===== config.mk =====
export PLATFORM = sky130hd
export DESIGN_NAME = fetch_queue
export DESIGN_NICKNAME = d
export VERILOG_FILES = /design/src/rtl/fetch_queue.sv
export SDC_FILE = /design/constraint.sdc
export NUM_CORES = 1
export LEC_CHECK = 0
export CORE_MARGIN = 3
export CORE_UTILIZATION = 45
export DETAILED_ROUTE_END_ITERATION = 16
export GPL_TIMING_DRIVEN = 0
export PLACE_DENSITY = 0.66
export SLEW_MARGIN = 20
export SYNTH_ARGS = -nofsm -noshare
export SYNTH_HDL_FRONTEND = slang
export SYNTH_SLANG_ARGS = --single-unit

===== constraint.sdc =====
create_clock -name clk -period 4 [get_ports clk]
set_input_delay 1.2 -clock clk [delete_from_list [all_inputs] [get_ports clk]]
set_output_delay 1.2 -clock clk [all_outputs]
set_load 0.02 [all_outputs]

===== src/rtl/fetch_queue.sv =====
// rtl/fetch_queue.sv - instruction queue between fetch and decode with single-cycle flush
module fetch_queue #(
  parameter int DEPTH = 4,
  parameter int CNT_W = $clog2(DEPTH) + 1
) (
  input  logic             clk,
  input  logic             rst,
  input  logic             in_valid,
  output logic             in_ready,
  input  logic [63:0]      in_pc,
  input  logic [31:0]      in_instr,
  input  logic [63:0]      in_pre_pc,
  output logic             out_valid,
  input  logic             out_ready,
  output logic [63:0]      out_pc,
  output logic [31:0]      out_instr,
  output logic [63:0]      out_pre_pc,
  input  logic             flush,
  output logic [CNT_W-1:0] count,
  output logic             full,
  output logic             empty
);

  localparam int PTR_W = $clog2(DEPTH);

  logic [PTR_W-1:0] wr_ptr_q, wr_ptr_d;
  logic [PTR_W-1:0] rd_ptr_q, rd_ptr_d;
  logic [CNT_W-1:0] count_q, count_d;
  logic [159:0]     mem_q [DEPTH];
  logic [159:0]     head;
  logic             push, pop;

  assign full      = (count_q == CNT_W'(DEPTH));
  assign empty     = (count_q == '0);
  assign count     = count_q;
  // in_ready looks only at the registered count, so out_ready never reaches it
  assign in_ready  = ~full;
  assign out_valid = ~empty & ~flush;
  assign push      = in_valid & in_ready & ~flush;
  assign pop       = out_valid & out_ready;

  assign head       = mem_q[rd_ptr_q];
  assign out_pc     = out_valid ? head[159:96] : 64'd0;
  assign out_instr  = out_valid ? head[95:64]  : 32'd0;
  assign out_pre_pc = out_valid ? head[63:0]   : 64'd0;

  always_comb begin
    wr_ptr_d = wr_ptr_q;
    rd_ptr_d = rd_ptr_q;
    count_d  = count_q;
    if (flush) begin
      wr_ptr_d = '0;
      rd_ptr_d = '0;
      count_d  = '0;
    end else begin
      if (push) wr_ptr_d = wr_ptr_q + PTR_W'(1);
      if (pop)  rd_ptr_d = rd_ptr_q + PTR_W'(1);
      case ({push, pop})
        2'b10:   count_d = count_q + CNT_W'(1);
        2'b01:   count_d = count_q - CNT_W'(1);
        default: count_d = count_q;
      endcase
    end
  end

  always_ff @(posedge clk or negedge rst) begin
    if (!rst) begin
      wr_ptr_q <= '0;
      rd_ptr_q <= '0;
      count_q  <= '0;
    end else begin
      wr_ptr_q <= wr_ptr_d;
      rd_ptr_q <= rd_ptr_d;
      count_q  <= count_d;
    end
  end

  // Flush only rewinds the pointers; stale entries stay in storage until overwritten
  always_ff @(posedge clk or negedge rst) begin
    if (!rst) begin
      for (int i = 0; i < DEPTH; i++) mem_q[i] <= '0;
    end else if (push) begin
      mem_q[wr_ptr_q] <= {in_pc, in_instr, in_pre_pc};
    end
  end

endmodule

==> results of run 1 <==
## metal layers
layer / share of wire, % / global-route usage [%]
met1: 42 / 27.7
met2: 50 / 35.7
met4: 2.2 / 5.74
met3: 5.8 / 4.97
met5: 0.14 / 0
## critical path: stages
cell and delay [ns]:
dlygate4sd2_1 0.29, nor2_4 0.17, buf_4 0.14, clkbuf_8 0.17, clkbuf_4 0.22, and2_1 0.18, dlygate4sd2_1 0.35
## registers in the layout, summed over array words and instances, names as in the netlist
name      flops
mem_q       640
count         3
rd_ptr_q      2
wr_ptr_q      2
## power by group through the flow
stage	clock network [mW]	logic, mW	registers, mW
CTS	6.83	6.39	10.0
finish	6.62	6.24	9.99
detailed placement	0	6.46	10.1
floorplan	0	4.48	9.71
global placement	0	6.23	10.0
global route	7.06	6.81	10.3
## worst min path at each step
stage / startpoint / endpoint / slack, ns / cells after the start
final: mem_q[315]$_DFFE_PN0P_ / mem_q[315]$_DFFE_PN0P_ / 0.48 / 1
after global routing: mem_q[315]$_DFFE_PN0P_ / mem_q[315]$_DFFE_PN0P_ / 0.49 / 1
after CTS: mem_q[315]$_DFFE_PN0P_ / mem_q[315]$_DFFE_PN0P_ / 0.49 / 1
after detailed placement: mem_q[219]$_DFFE_PN0P_ / mem_q[219]$_DFFE_PN0P_ / 0.48 / 1
after global placement: mem_q[315]$_DFFE_PN0P_ / mem_q[315]$_DFFE_PN0P_ / 0.47 / 1
after floorplan: mem_q[219]$_DFFE_PN0P_ / mem_q[219]$_DFFE_PN0P_ / 0.46 / 1
## cells by family after synthesis
kind of cell	count (synthesis)
buf+inv	136
mux	801
simple gates	184
flops	647
fa+ha+maj	5
compound gates	18
xor+xnor	2
## per-stage QoR
stage	cell area (um2)	TNS, ns	util, %	cells	total power [mW]
floorplan	29400	0	-	1793	14.2
global placement	33800	-	52.3	2979	16.2
detailed placement	34000	-119.65	52.6	2986	16.6
CTS	36400	0	56.4	3111	23.2
global route	36400	0	56.4	3114	24.1
finish	36400	0	56.4	3116	22.9
## placed cells by master (no fill, tap or decap), types with 3 or more instances in the layout
master	Yosys	layout
clkinv_2	0	8
bufinv_16	0	6
clkbuf_2	0	17
buf_8	0	3
clkbuf_8	0	19
diode_2	0	5
clkbuf_1	37	23
nand3_4	4	4
inv_1	7	7
a21oi_1	6	6
mux2_1	400	400
mux4_2	160	160
nand3_1	4	4
clkdlybuf4s50_1	0	168
buf_2	23	13
nor2b_1	4	4
mux2_2	241	241
clkdlybuf4s15_2	0	14
nor2_1	5	4
dlygate4sd2_1	0	130
clkdlybuf4s15_1	0	10
and2_1	160	160
clkbuf_16	0	75
buf_12	4	6
dfrtp_1	647	647
clkbuf_4	0	10
buf_6	40	49
ha_1	4	4
buf_16	0	6
buf_4	25	29
## area by class of cell
cell class / instances / area, um2 / share of cell area, %
sequential: 647 / 16200 / 44.4
antenna: 5 / 12.5 / 0.0343
inverter: 7 / 26.3 / 0.0721
clock buffer: 103 / 2100 / 5.76
timing repair buffer: 342 / 3390 / 9.30
clock inverter: 18 / 262 / 0.718
buffer: 129 / 1160 / 3.19
multi-input combinational: 1010 / 12200 / 33.6
tap: 855 / 1070 / 2.94
## timing repair
item | 4_1_cts | 5_1_grt
gates cloned | 1 | 0
setup endpoints to repair | 161 | 23
buffers inserted | 3 | 0
pin swaps | 1 | 0
resized for setup | 277 | 17
==> flow_metrics.env, run 1 <==
export IMPL_outcome="completed"
export IMPL_fin_crit_ns=3.94
export IMPL_hold_buffers=0
export IMPL_start_kind="primary input"
export IMPL_cts_tree="done"
export IMPL_die_w_um=262
export IMPL_grt_ovfl_total=0
export IMPL_p_sw_share_pct=27.3
export IMPL_clock_path_buffers=3
export IMPL_period_share_pct=98.4
export IMPL_viasPerCell=5.42
export IMPL_grt_pass1_wl_um=111000
export IMPL_drive_above_1_share_pct=29.6
export IMPL_grt_antenna_before_repair=11
export IMPL_peakVddDrop_mv=0.354
export IMPL_critPathArrivalTime_ns=2.74
export IMPL_cts_buffers=72
export IMPL_crit_path_end_kind="output pin"
export IMPL_syn_to_final_growth_pct=23.9
export IMPL_crit_fanout=10
export IMPL_synth_compound_area_share_pct=0.417
export IMPL_vias=16876
export IMPL_r2r_end="count[1]$_DFFE_PN0P_"
export IMPL_io_pins=332
export IMPL_clkPwrFrac_pct=29.0
export IMPL_clock_fmax_mhz=254
export IMPL_crit_end="out_pre_pc[47]"
export IMPL_std_cell_rows=93
export IMPL_drc=0
export IMPL_p_int_mw=16.6
export IMPL_preCtsSetupSlack_ns=-1.09
export IMPL_switchingPower_mw=6.25
export IMPL_synthTopCellsByArea="dfrtp_1, mux2_1, mux4_2"
export IMPL_tightest_slew_ns=0.752
export IMPL_hold_slack_ns=0.484
export IMPL_grt_pass1_vias=18702
export IMPL_setup_viol=0
export IMPL_setup_slack_ns=0.0632
export IMPL_syn_inst=1793
export IMPL_critPathKind="in2out"
export IMPL_detailed_place_hpwl_um=48300
export IMPL_synthSimpleGateAreaFrac_pct=4.03
export IMPL_drt_antenna_violating_nets=0
export IMPL_wire_per_inst_um=22.8
export IMPL_routed_wl_um=70900
export IMPL_pwr_density_cell_mw_per_mm2=627
export IMPL_synth_edf_count=0
export IMPL_ys_types=34
export IMPL_hold_violations=0
export IMPL_fill_cells=5144
export IMPL_core_mm2=0.0646
export IMPL_drtIter0Drc=730
export IMPL_die_h_um=262
export IMPL_reg2reg_slack_ns=1.56
export IMPL_rsz0062_at_grt="false"
export IMPL_syn_nets=1963
export IMPL_port_buffer_count=331
export IMPL_yosys_warnings=0
export IMPL_sequentialPowerShare_pct=43.7
export IMPL_critPathLaunch="flush"
export IMPL_syn_area_per_cell_um2=16.4
export IMPL_syn_area_mm2=0.0294
export IMPL_grt_use_total_pct=21.2
export IMPL_report_final_slew_viol_count=0
export IMPL_cts_sinks=647
export IMPL_p_comb_share_pct=27.3
export IMPL_skew_ns=0.0224
export IMPL_timing_slew_headroom_pct=49.8
export IMPL_rr_startpoint="count[1]$_DFFE_PN0P_"
export IMPL_ys_ff_latch=647
export IMPL_synth_area_mux_share_pct=36.8
export IMPL_synth_xor_xnor_area_share_pct=0.0596
export IMPL_yosysMostFrequentCell="dfrtp_1"
export IMPL_synth_seq_area_share_pct=55.1
export IMPL_leakage_nw=16.6
export IMPL_clk_latency_ns=0.60
export IMPL_root_buffer="clkbuf_16"
export IMPL_die_area_mm2=0.0684
export IMPL_synth_top_family_by_area="multiplexers"
export IMPL_initial_core_util_pct=45.5
export IMPL_async_flop_share_pct=100
export IMPL_r2r_cells=7
export IMPL_cap_violations=0
export IMPL_hold_class="reg2reg"
export IMPL_fin_nets=2379
export IMPL_yosys_most_used_dff="dfrtp_1"
export IMPL_required_ns=2.80
export IMPL_place_congestion=0.743
export IMPL_yosys_area_top_type="dfrtp_1"
export IMPL_synth_common_cells="dfrtp_1, mux2_1, mux2_2"
export IMPL_yosysTopAreaCellShare_pct=55.1
export IMPL_h_tree_depth=3
export IMPL_grt_max_degree=105
export IMPL_drtPass1Iterations=6
export IMPL_path_clk_slew_ns=0.06
export IMPL_synth_adder_area_share_pct=0.238
Power figures use the tool's default switching activity.
==> run 2, diff against run 1 <==
Settings changed: CAP_MARGIN from default to 20, SETUP_SLACK_MARGIN from default to 0.4.
==> flow_metrics.env, run 2 (synthesis gave the netlist of run 1 again) <==
export IMPL_report_final_slew_viol_count=0
export IMPL_grt_pass1_wl_um=111000
export IMPL_grt_ovfl_total=0
export IMPL_cts_buffers=72
export IMPL_start_kind="register"
export IMPL_tightest_slew_ns=0.654
export IMPL_io_pins=332
export IMPL_drt_antenna_violating_nets=0
export IMPL_std_cell_rows=93
export IMPL_finalNonFillerCells=3169
export IMPL_p_comb_share_pct=29.5
export IMPL_path_clk_slew_ns=0.06
export IMPL_h_tree_depth=3
export IMPL_wire_per_inst_um=22.9
export IMPL_rsz0062_at_grt="true"
export IMPL_pwr_density_cell_mw_per_mm2=634
export IMPL_fin_crit_ns=3.71
export IMPL_sequentialPowerShare_pct=42.4
export IMPL_fin_nets=2432
export IMPL_initial_core_util_pct=45.5
export IMPL_drtPass1Iterations=4
export IMPL_place_congestion=0.743
export IMPL_crit_path_end_kind="output pin"
export IMPL_grt_pass1_vias=18751
export IMPL_crit_fanout=5
export IMPL_hold_buffers=0
export IMPL_fin_area_mm2=0.0372
export IMPL_drc=0
export IMPL_crit_family="buffers and inverters"
export IMPL_grt_max_degree=105
export IMPL_final_cell_mix="dfrtp_1, mux2_1, mux2_2, clkdlybuf4s50_1, mux4_2"
export IMPL_grt_antenna_before_repair=10
export IMPL_detailed_place_hpwl_um=48300
export IMPL_timing_slew_headroom_pct=56.4
export IMPL_die_w_um=262
export IMPL_leakage_nw=16.8
export IMPL_cap_violations=0
export IMPL_vias=17021
export IMPL_hold_violations=0
export IMPL_cts_sinks=647
export IMPL_switchingPower_mw=6.43
export IMPL_outcome="completed"
export IMPL_port_buffer_count=331
export IMPL_critPathMaxStageDelay_ns=0.43
export IMPL_cts_tree="done"
export IMPL_syn_to_final_growth_pct=26.5
export IMPL_die_area_mm2=0.0684
export IMPL_regMostFlops="mem_q"
export IMPL_critPathArrivalTime_ns=2.51
export IMPL_cp_cell_sequence="buf_12 > buf_6 > buf_6 > buf_8 > buf_6 > buf_12 > mux4_2 > and2_4 > buf_4"
export IMPL_grt_use_total_pct=21.3
export IMPL_die_h_um=262
export IMPL_p_sw_share_pct=27.3
export IMPL_met2_usage_pct=36.0
export IMPL_clkPwrFrac_pct=28.1
export IMPL_worst_path_buf_inv=7
export IMPL_clock_fmax_mhz=269
export IMPL_grtUsageMet1_pct=27.9
export IMPL_routed_wl_um=72600
export IMPL_crit_slowest_cell="dfrtp_2"
export IMPL_placed_cells=2986
export IMPL_clk_latency_ns=0.60
export IMPL_period_share_pct=92.8
export IMPL_p_int_mw=17.2
export IMPL_hold_slack_ns=0.483
export IMPL_clock_path_buffers=3
export IMPL_cpMostUsedCell="buf_6"
export IMPL_placedInstanceArea_mm2=0.0340
export IMPL_setup_viol=0
export IMPL_busiest_layer="met2"
export IMPL_viasPerCell=5.37
export IMPL_core_mm2=0.0646
export IMPL_peakVddDrop_mv=0.345
export IMPL_gr_usage_met3_pct=4.79
export IMPL_skew_ns=0.0226
export IMPL_drive_above_1_share_pct=38.7
export IMPL_root_buffer="clkbuf_16"
export IMPL_hold_class="reg2reg"
export IMPL_final_common_cell="dfrtp_1"
export IMPL_critPathKind="reg2out"
export IMPL_largest_register_ffs=640
export IMPL_required_ns=2.80
export IMPL_drtIter0Drc=727
## run 2: changes by cell type in the layout (fill, tap and decap cells not counted), moves of 12 or more
cell             change
buf_6               +25
buf_4               +53
buf_12              +19
clkbuf_16           +14
clkbuf_2            +36
and2_1              -34
buf_2               +50
dlygate4sd2_1      -125
clkdlybuf4s15_2     -12
and2_4              +34
## run 2: metrics by stage
stage               setup WS, ns  util, %  power (mW)  setup TNS, ns
finish                     0.288     57.6        23.6              0
CTS                        0.134     56.9        23.5              0
global placement          -26.03     52.3        16.2              -
global route               0.208     57.6        24.9              0
detailed placement         -1.09     52.6        16.6        -119.65
floorplan                  0.579        -        14.2              0
## run 2: worst paths after layout
| check | startpoint | endpoint | slack (ns) | cells past startpoint |
|---|---|---|---|---|
| min in group asynchronous | rst | mem_q[426]$_DFFE_PN0P_ | 0.57 | 1 |
| hold reg to reg | mem_q[122]$_DFFE_PN0P_ | mem_q[122]$_DFFE_PN0P_ | 0.48 | 1 |
| setup reg to reg | count[1]$_DFFE_PN0P_ | count[1]$_DFFE_PN0P_ | 1.55 | 7 |
| setup / recovery | rd_ptr_q[0]$_DFFE_PN0P_ | out_instr[9] | 0.29 | 9 |
| hold / removal | mem_q[122]$_DFFE_PN0P_ | mem_q[122]$_DFFE_PN0P_ | 0.48 | 1 |
| max in group asynchronous | rst | mem_q[30]$_DFFE_PN0P_ | 1.58 | 4 |
## run 2: worst reg2reg max path, stage by stage, from the launching register on
cell,delay [ns]
dfrtp_1,0.42
buf_4,0.20
o31ai_1,0.39
nor3_1,0.13
fa_1,0.54
nor2b_1,0.05
or4_1,0.46
o311ai_0,0.13
## run 2: power groups by stage
stage / clock [mW] / sequential [mW] / combinational [mW]
after floorplan: 0 / 9.71 / 4.48
after detailed placement: 0 / 10.1 / 6.46
after CTS: 6.83 / 10.0 / 6.63
final: 6.63 / 10.0 / 6.97
after global placement: 0 / 10.0 / 6.23
after global routing: 7.06 / 10.3 / 7.54
## run 2: layout make-up
| type | instances | area [um2] |
|---|---|---|
| fill | 5084 | 27400 |
| antenna | 5 | 12.5 |
| clock inverter | 18 | 262 |
| multi-input combinational | 1010 | 12300 |
| inverter | 7 | 26.3 |
| timing repair buffer | 395 | 3670 |
| tap | 855 | 1070 |
| buffer | 129 | 1550 |
| clock buffer | 103 | 2100 |
| sequential | 647 | 16200 |
## run 2: repair_timing
action / CTS / global route
endpoints found under the setup margin: 162 / 163
buffers inserted: 7 / 39
pin swaps: 2 / 23
cloned: 3 / 8
resized for setup: 581 / 347
## run 2: metal layers
metal | routed length [um] | part of all wire (%) | up-vias
met3 | 4040 | 5.6 | 101
li1 | - | - | 7546
met1 | 30600 | 42 | 9058
met2 | 36500 | 50 | 304
met4 | 1420 | 1.9 | 12
met5 | 86 | 0.12 | -
==> run 3, diff against run 2 <==
Settings changed: CORE_MARGIN 3 to default.
==> flow_metrics.env, run 3 (synthesis gave the netlist of run 1 again) <==
export IMPL_setup_viol=0
export IMPL_fin_area_mm2=0.0375
export IMPL_port_buffer_count=331
export IMPL_largest_register_ffs=640
export IMPL_crit_fanout=10
export IMPL_final_cell_mix="dfrtp_1, mux2_1, mux2_2, clkdlybuf4s50_1, mux4_2"
export IMPL_crit_family="buffers and inverters"
export IMPL_io_pins=332
export IMPL_grt_antenna_before_repair=13
export IMPL_hold_buffers=0
export IMPL_hold_class="reg2reg"
export IMPL_syn_to_final_growth_pct=27.4
export IMPL_cts_tree="done"
export IMPL_critPathMaxStageDelay_ns=0.53
export IMPL_critPathArrivalTime_ns=2.59
export IMPL_root_buffer="clkbuf_16"
export IMPL_grt_pass1_wl_um=111000
export IMPL_cp_cell_sequence="buf_12 > clkbuf_16 > buf_4 > mux4_2 > and2_1 > dlygate4sd2_1"
export IMPL_tightest_slew_ns=0.541
export IMPL_placedInstanceArea_mm2=0.0340
export IMPL_rr_startpoint="count[2]$_DFFE_PN0P_"
export IMPL_routed_wl_um=71600
export IMPL_final_common_cell="dfrtp_1"
export IMPL_die_area_mm2=0.0664
export IMPL_grt_use_total_pct=21.8
export IMPL_grt_pass1_vias=18998
export IMPL_leakage_nw=17.0
export IMPL_clk_latency_ns=0.61
export IMPL_drtIter0Drc=706
export IMPL_cap_violations=0
export IMPL_die_w_um=258
export IMPL_cts_buffers=73
export IMPL_hold_violations=0
export IMPL_skew_ns=0.0226
export IMPL_report_final_slew_viol_count=0
export IMPL_clock_path_buffers=3
export IMPL_core_mm2=0.0645
export IMPL_power_mw=23.7
export IMPL_rsz0062_at_grt="true"
export IMPL_fin_crit_ns=3.79
export IMPL_period_share_pct=94.7
export IMPL_fin_nets=2439
export IMPL_wire_per_inst_um=22.5
export IMPL_drt_antenna_violating_nets=0
export IMPL_critPathLaunch="rd_ptr_q[0]$_DFFE_PN0P_"
export IMPL_place_congestion=0.750
export IMPL_outcome="completed"
export IMPL_pwr_density_cell_mw_per_mm2=632
export IMPL_drc=0
export IMPL_path_clk_slew_ns=0.06
export IMPL_h_tree_depth=3
export IMPL_die_h_um=258
export IMPL_std_cell_rows=93
export IMPL_grt_max_degree=104
export IMPL_detailed_place_hpwl_um=47600
export IMPL_vias=17110
export IMPL_initial_core_util_pct=45.6
export IMPL_viasPerCell=5.37
export IMPL_hp_start="mem_q[234]$_DFFE_PN0P_"
export IMPL_critPathKind="reg2out"
export IMPL_regMostFlops="mem_q"
export IMPL_drtPass1Iterations=4
export IMPL_grt_ovfl_total=0
export IMPL_drive_above_1_share_pct=38.9
export IMPL_worst_path_buf_inv=4
export IMPL_cts_sinks=647
export IMPL_clock_fmax_mhz=264
export IMPL_fin_tns_setup_ns=0
export IMPL_start_kind="register"
export IMPL_timing_slew_headroom_pct=63.9
export IMPL_finalCoreUtilization_pct=58.1
export IMPL_fill_cells=5079
export IMPL_crit_path_end_kind="output pin"
export IMPL_required_ns=2.80
export IMPL_peakVddDrop_mv=0.335
export IMPL_crit_slowest_cell="mux4_2"
[run 3: cell count changes in the layout (fill, tap and decap cells not counted), sizes merged]
cell / previous run / this run
dlygate4sd2: 5 / 22
clkdlybuf4s15: 5 / 12
buf: 259 / 235
clkbuf: 190 / 198
clkinvlp: 1 / 2
clkinv: 9 / 18
bufinv: 6 / 3
[run 3: worst register-to-register path, delay by kind of cell (launching register included)]
family | cells | cell delay, ns
buf+inv | 3 | 0.41
fa+ha+maj | 1 | 0.54
simple gates | 3 | 0.64
compound gates | 2 | 0.42
flops | 1 | 0.40
[run 3: layout make-up]
cell class	count	area (um2)	share of cell area [%]
Tap cell	855	1070	2.85
Antenna cell	5	12.5	0.0334
Inverter	7	26.3	0.0701
Clock buffer	105	2190	5.85
Timing Repair Buffer	401	3920	10.5
Buffer	129	1500	4.00
Multi-Input combinational cell	1010	12300	32.9
Clock inverter	25	213	0.568
Sequential cell	647	16200	43.2
[run 3: metal layers]
layer / vias to the layer above / global-route usage [%] / routed length, um
li1: 7586 / - / -
met1: 9079 / 27.5 / 29500
met2: 337 / 36.6 / 36000
met3: 92 / 6.12 / 4580
met4: 16 / 6.31 / 1370
met5: - / 0 / 103
[run 3: worst paths after layout]
check,slack (ns),endpoint,cells past startpoint
worst max-delay path,0.21,out_pc[6],6
worst min-delay path,0.48,mem_q[234]$_DFFE_PN0P_,1
worst max register to register,1.47,count[1]$_DFFE_PN0P_,9
worst min register to register,0.48,mem_q[234]$_DFFE_PN0P_,1
max in group asynchronous,2.04,mem_q[503]$_DFFE_PN0P_,3
min in group asynchronous,0.55,mem_q[106]$_DFFE_PN0P_,1
[run 3: timing repair]
item                       in CTS  in global routing
pin swaps                       1                 33
setup endpoints to repair     162                155
buffers inserted                8                 47
gates resized for setup       503                367
gates cloned                    1                  7
[run 3: per-stage QoR]
step | instances | setup slack, ns | hold WS [ns]
final | 3184 | 0.212 | 0.483
after global routing | 3181 | 0.117 | 0.494
after CTS | 3125 | 0.0829 | 0.488
after detailed placement | 2986 | -1.48 | 0.475
after global placement | 2979 | -26.09 | 0.468
after floorplan | 1793 | 0.579 | 0.459
[run 3: power breakdown]
| part | switching (mW) | total [mW] | internal, mW |
|---|---|---|---|
| sequential | 1.11 | 10.0 | 8.90 |
| clock | 2.66 | 6.65 | 4.00 |
| combinational | 2.73 | 7.03 | 4.30 |
| total | 6.50 | 23.7 | 17.2 |
